===== src/rtl/spi_pkg.sv =====
// Shared definitions for the SPI initiator: op codes, frame geometry, FSM states.
package spi_pkg;

  localparam logic [1:0] OP_WR_ADDR = 2'b00;
  localparam logic [1:0] OP_WR_DATA = 2'b01;
  localparam logic [1:0] OP_RD_ADDR = 2'b10;
  localparam logic [1:0] OP_RD_DATA = 2'b11;

  localparam int FRAME_BITS = 10;
  localparam int DATA_BITS  = 8;

  typedef enum logic [2:0] {
    ST_IDLE,
    ST_START,
    ST_SHIFT,
    ST_GAP,
    ST_READ
  } state_t;

endpackage


===== src/rtl/spi_master.sv =====
// SPI initiator: serialises {op, data} MSB first under ss_n and, for the
// read-data op, waits RD_GAP idle cycles then captures one byte from MISO.
// Every output is a flop; the next-state logic computes next output values.
module spi_master
  import spi_pkg::*;
#(
  parameter int RD_GAP    = 2,
  parameter int ADDR_SIZE = 8
) (
  input  logic                 clk,
  input  logic                 rst_n,
  input  logic                 cmd_valid,
  output logic                 cmd_ready,
  input  logic [1:0]           cmd_op,
  input  logic [ADDR_SIZE-1:0] cmd_data,
  output logic                 rsp_valid,
  output logic [7:0]           rsp_data,
  output logic                 busy,
  output logic                 ss_n,
  output logic                 MOSI,
  input  logic                 MISO
);

  localparam logic [3:0] LP_SHIFT_LAST = 4'(FRAME_BITS - 1);
  localparam logic [3:0] LP_GAP_LAST   = 4'(RD_GAP - 1);
  localparam logic [3:0] LP_READ_LAST  = 4'(DATA_BITS - 1);

  state_t      r_state, w_state_nxt;
  logic [3:0]  r_cnt, w_cnt_nxt;
  logic [9:0]  r_sh, w_sh_nxt;
  logic [1:0]  r_op, w_op_nxt;
  logic [7:0]  r_rx, w_rx_nxt;
  logic [7:0]  r_rsp_data, w_rsp_data_nxt;
  logic        r_rsp_valid, w_rsp_valid_nxt;
  logic        r_ss_n, w_ss_n_nxt;
  logic        r_mosi, w_mosi_nxt;
  logic        r_ready, r_busy;
  logic        w_ready_nxt;

  // State and registered outputs; reset drops ss_n high immediately and abandons the frame.
  always_ff @(posedge clk or negedge rst_n) begin
    if (!rst_n) begin
      r_state     <= ST_IDLE;
      r_cnt       <= '0;
      r_sh        <= '0;
      r_op        <= '0;
      r_rx        <= '0;
      r_rsp_data  <= '0;
      r_rsp_valid <= 1'b0;
      r_ss_n      <= 1'b1;
      r_mosi      <= 1'b0;
      r_ready     <= 1'b1;
      r_busy      <= 1'b0;
    end else begin
      r_state     <= w_state_nxt;
      r_cnt       <= w_cnt_nxt;
      r_sh        <= w_sh_nxt;
      r_op        <= w_op_nxt;
      r_rx        <= w_rx_nxt;
      r_rsp_data  <= w_rsp_data_nxt;
      r_rsp_valid <= w_rsp_valid_nxt;
      r_ss_n      <= w_ss_n_nxt;
      r_mosi      <= w_mosi_nxt;
      r_ready     <= w_ready_nxt;
      r_busy      <= ~w_ready_nxt;
    end
  end

  // Next state plus the values the output flops will show during that state.
  always_comb begin
    w_state_nxt     = r_state;
    w_cnt_nxt       = r_cnt;
    w_sh_nxt        = r_sh;
    w_op_nxt        = r_op;
    w_rx_nxt        = r_rx;
    w_rsp_data_nxt  = r_rsp_data;
    w_rsp_valid_nxt = 1'b0;
    w_ss_n_nxt      = 1'b0;
    w_mosi_nxt      = 1'b0;
    unique case (r_state)
      ST_IDLE: begin
        w_ss_n_nxt = 1'b1;
        if (cmd_valid) begin
          w_state_nxt = ST_START;
          w_sh_nxt    = {cmd_op, cmd_data};
          w_op_nxt    = cmd_op;
          w_ss_n_nxt  = 1'b0;
          w_mosi_nxt  = cmd_op[1];   // command-check bit ahead of the word
        end
      end
      ST_START: begin
        w_state_nxt = ST_SHIFT;
        w_mosi_nxt  = r_sh[9];
        w_sh_nxt    = {r_sh[8:0], 1'b0};
        w_cnt_nxt   = '0;
      end
      ST_SHIFT: begin
        if (r_cnt == LP_SHIFT_LAST) begin
          w_cnt_nxt = '0;
          if (r_op == OP_RD_DATA) begin
            w_state_nxt = ST_GAP;
          end else begin
            w_state_nxt = ST_IDLE;
            w_ss_n_nxt  = 1'b1;
          end
        end else begin
          w_mosi_nxt = r_sh[9];
          w_sh_nxt   = {r_sh[8:0], 1'b0};
          w_cnt_nxt  = r_cnt + 4'd1;
        end
      end
      ST_GAP: begin
        if (r_cnt == LP_GAP_LAST) begin
          w_state_nxt = ST_READ;
          w_cnt_nxt   = '0;
        end else begin
          w_cnt_nxt = r_cnt + 4'd1;
        end
      end
      ST_READ: begin
        w_rx_nxt = {r_rx[6:0], MISO};
        if (r_cnt == LP_READ_LAST) begin
          w_state_nxt     = ST_IDLE;
          w_ss_n_nxt      = 1'b1;
          w_rsp_valid_nxt = 1'b1;
          w_rsp_data_nxt  = {r_rx[6:0], MISO};
          w_cnt_nxt       = '0;
        end else begin
          w_cnt_nxt = r_cnt + 4'd1;
        end
      end
      default: begin
        w_state_nxt = ST_IDLE;
        w_ss_n_nxt  = 1'b1;
      end
    endcase
    w_ready_nxt = (w_state_nxt == ST_IDLE);
  end

  assign cmd_ready = r_ready;
  assign busy      = r_busy;
  assign rsp_valid = r_rsp_valid;
  assign rsp_data  = r_rsp_data;
  assign ss_n      = r_ss_n;
  assign MOSI      = r_mosi;

endmodule

===== config.mk =====
export PLATFORM = sky130hd
export DESIGN_NAME = spi_master
export DESIGN_NICKNAME = d
export VERILOG_FILES = /design/src/rtl/spi_pkg.sv /design/src/rtl/spi_master.sv
export SDC_FILE = /design/constraint.sdc
export NUM_CORES = 1
export LEC_CHECK = 0
export CAP_MARGIN = 20
export CORE_ASPECT_RATIO = 1.5
export CORE_UTILIZATION = 40
export CTS_CLUSTER_SIZE = 8
export DETAILED_ROUTE_END_ITERATION = 16
export PLACE_DENSITY_LB_ADDON = 0.1
export SLEW_MARGIN = 5
export SYNTH_ARGS = -nofsm -noshare
export SYNTH_HDL_FRONTEND = slang
export SYNTH_SLANG_ARGS = --single-unit

===== constraint.sdc =====
create_clock -name clk -period 1.6 [get_ports clk]
set_input_delay 0.4 -clock clk [delete_from_list [all_inputs] [get_ports clk]]
set_output_delay 0.4 -clock clk [all_outputs]
set_load 0.005 [all_outputs]

==> results of run 1 <==
==> flip-flops by register name, summed over array words and instances, names as in the netlist <==
signal / count
r_sh: 10
MOSI: 1
r_state: 3
rsp_valid: 1
r_rx: 7
r_cnt: 4
ss_n: 1
rsp_data: 8
busy: 1
r_op: 2
cmd_ready: 1
==> kinds of logic (layout without fill, tap and decap cells) <==
logic type      Yosys count  in the layout  share of synthesized area (%)
flops                    39             39                           52.7
mux                      34             34                           22.2
simple gates             32             33                           10.4
compound gates           26             27                           9.57
buf+inv                  10             61                           2.29
xor+xnor                  3              3                           1.42
fa+ha+maj                 2              2                           1.35
==> layout by cell type (no fill, tap or decap), drive strengths merged, types with 3 or more instances in the layout <==
cell	n
a21oi	7
buf	22
clkbuf	6
clkdlybuf4s50	23
dfrtp	37
inv	6
mux2	34
nand2	6
nand2b	4
nand3	3
nor2	9
nor2b	3
nor3	3
o21ai	8
==> worst max-delay path: stages (launching register included) <==
cell	delay, ps
dfrtp_1	390
inv_2	80
ha_4	130
nor2b_4	160
a21oi_4	90
o21ai_4	310
mux2_4	330
==> worst max path at each step <==
stage              start       to  slack [ps]
3_3_place_gp   cmd_valid  r_sh[4]        -110
6_report        r_cnt[1]  r_sh[8]         -20
3_5_place_dp   cmd_valid  r_sh[8]        -160
5_1_grt         r_cnt[1]  r_sh[8]         -70
4_1_cts         r_cnt[1]  r_sh[8]         -30
2_1_floorplan   r_cnt[1]  r_sh[1]          -8
==> what timing repair did <==
action / in CTS / in global routing
setup endpoints to repair: 20 / 16
setup buffers: 4 / 2
gates resized for setup: 16 / 12
hold buffers: 0 / 0
pin swaps: 5 / 3
cloned: 2 / 0
==> metal layers <==
metal / up-vias / GRT usage (%)
met3: 5 / 3.66
li1: 627 / -
met4: 0 / 5.99
met2: 22 / 30.4
met5: - / 0
met1: 652 / 17.9
==> report_power, final <==
part	switching (mW)	total (mW)	internal [mW]
registers	0.237	1.56	1.32
logic	1.04	2.37	1.33
clock network	0.341	0.645	0.304
total	1.62	4.57	2.95
==> per-stage QoR <==
step / area (sq um) / TNS (ps)
2_1_floorplan: 1870 / -74.1
3_3_place_gp: 2270 / -1170
3_5_place_dp: 2270 / -1720
4_1_cts: 2470 / -28.5
5_1_grt: 2540 / -340
6_report: 2540 / -68.1
==> layout make-up <==
| cell class | count | area, sq um |
|---|---|---|
| clock buffer | 6 | 72.6 |
| clock inverter | 2 | 12.5 |
| fill | 405 | 1960 |
| inverter | 6 | 22.5 |
| multi-input combinational | 99 | 972 |
| sequential | 39 | 980 |
| tap | 48 | 60.1 |
| timing repair buffer | 47 | 422 |
==> metrics.csv, run 1 <==
metric,value,unit
status,"complete, but fails checks",
maxCapViolations,0,
finalCriticalPeriod,1620,ps
critPathLaunchType,flip-flop,
h-tree-depth,2,
die_h,85.4,microns
drv_slew,0,
path_class,flip-flop to flip-flop,
setup_slack,-16.9,ps
synth_top_cells_by_area,"dfrtp_1 50%, mux2_2 10%, mux2_4 6.5%, mux2_1 5.5%, dfstp_2 2.8%",
wl_per_cell,15.5,microns
dieArea,0.00492,sq mm
worst_hold_slack,148,ps
synth_edf_count,0,
vias_per_cell,5.29,
drc,1,
rsz0062_at_grt,yes,
cts_tree,yes,
synthCells,146,
ir_worst_vdd,868,uV
ant_nets,0,
p_total,4.57,mW
rows,30,
core-area,0.00450,sq mm
r2r_cells,6,
grt_max_degree,40,
drive_above_1_share,39.2,%
finClkSkew,7.11,ps
dp_slack,-161,ps
place_congestion,0.825,
area_growth,36.9,%
start_util,41.2,%
r2r_start,r_cnt[1],
insertion_delay,290,ps
synth_seq_cells,39,
wl_met3,105,microns
relSlewSlack,68.0,%
finalNonFillerCells,247,
routed-wl-met2,2.18,mm
cts_root_buf,clkbuf_8,
r2r_setup_slack,-20,ps
setup-violations-final,5,
grt_pass1_vias,1319,
synth_area,0.00186,sq mm
violations,"DRC, setup timing",
die_w,57.6,microns
hold_viol,0,
grt_pass1_wl,6.12,mm
ys_seq_area_share,52.7,%
max_freq,0.618,GHz
diodes,0,
power_density,1800,mW/mm^2
synth_cell_type_count,38,
wl_met1,1.50,mm
endpoint_kind,flip-flop,
dp_hpwl,2.57,mm
cts.path.max_buffers,2,
synth_area_leader_cell,dfrtp_1,
r2r-end,r_sh[8],
grt_overflow_total,0,
synth-main-ff-cell,dfrtp_1,
tightest_slew,480,ps
synth_area_per_cell,12.7,sq um
fin_util,56.4,%
dp.cells,231,
fin_crit_sh,101,%
p_leak,1.16,nW
synth_top_area_share,49.9,%
yosys_warnings,0,
wirelength,3.83,mm
numPortBuffers,26,
via_count,1306,
crit_required,1770,ps
ys_async_sr_fraction,100,%
ios,27,
routed.top_layer,met4,
critical_path.max_fanout,5,
nets,214,
synth_nets,162,
cp.arrival,1790,ps
cts_sinks,39,
min-delay-path-class,primary input to async pin,
antenna_found_initial,0,
clk_pin_slew,80,ps
dr.pass1.iters,10,
grt_usage,16.5,%
yosysMostFrequentCell,dfrtp_1,
first_iter_violations,20,
synthTopCellsByCount,"37 x dfrtp_1, 17 x mux2_2, 9 x mux2_1",
numCtsBuffers,5,
Power figures use the tool's default switching activity.
==> run 2, diff against run 1 <==
SLEW_MARGIN = 20   (was 5)
==> results of run 2 <==
Final layout, timing and power as in run 1 (identical DEF).
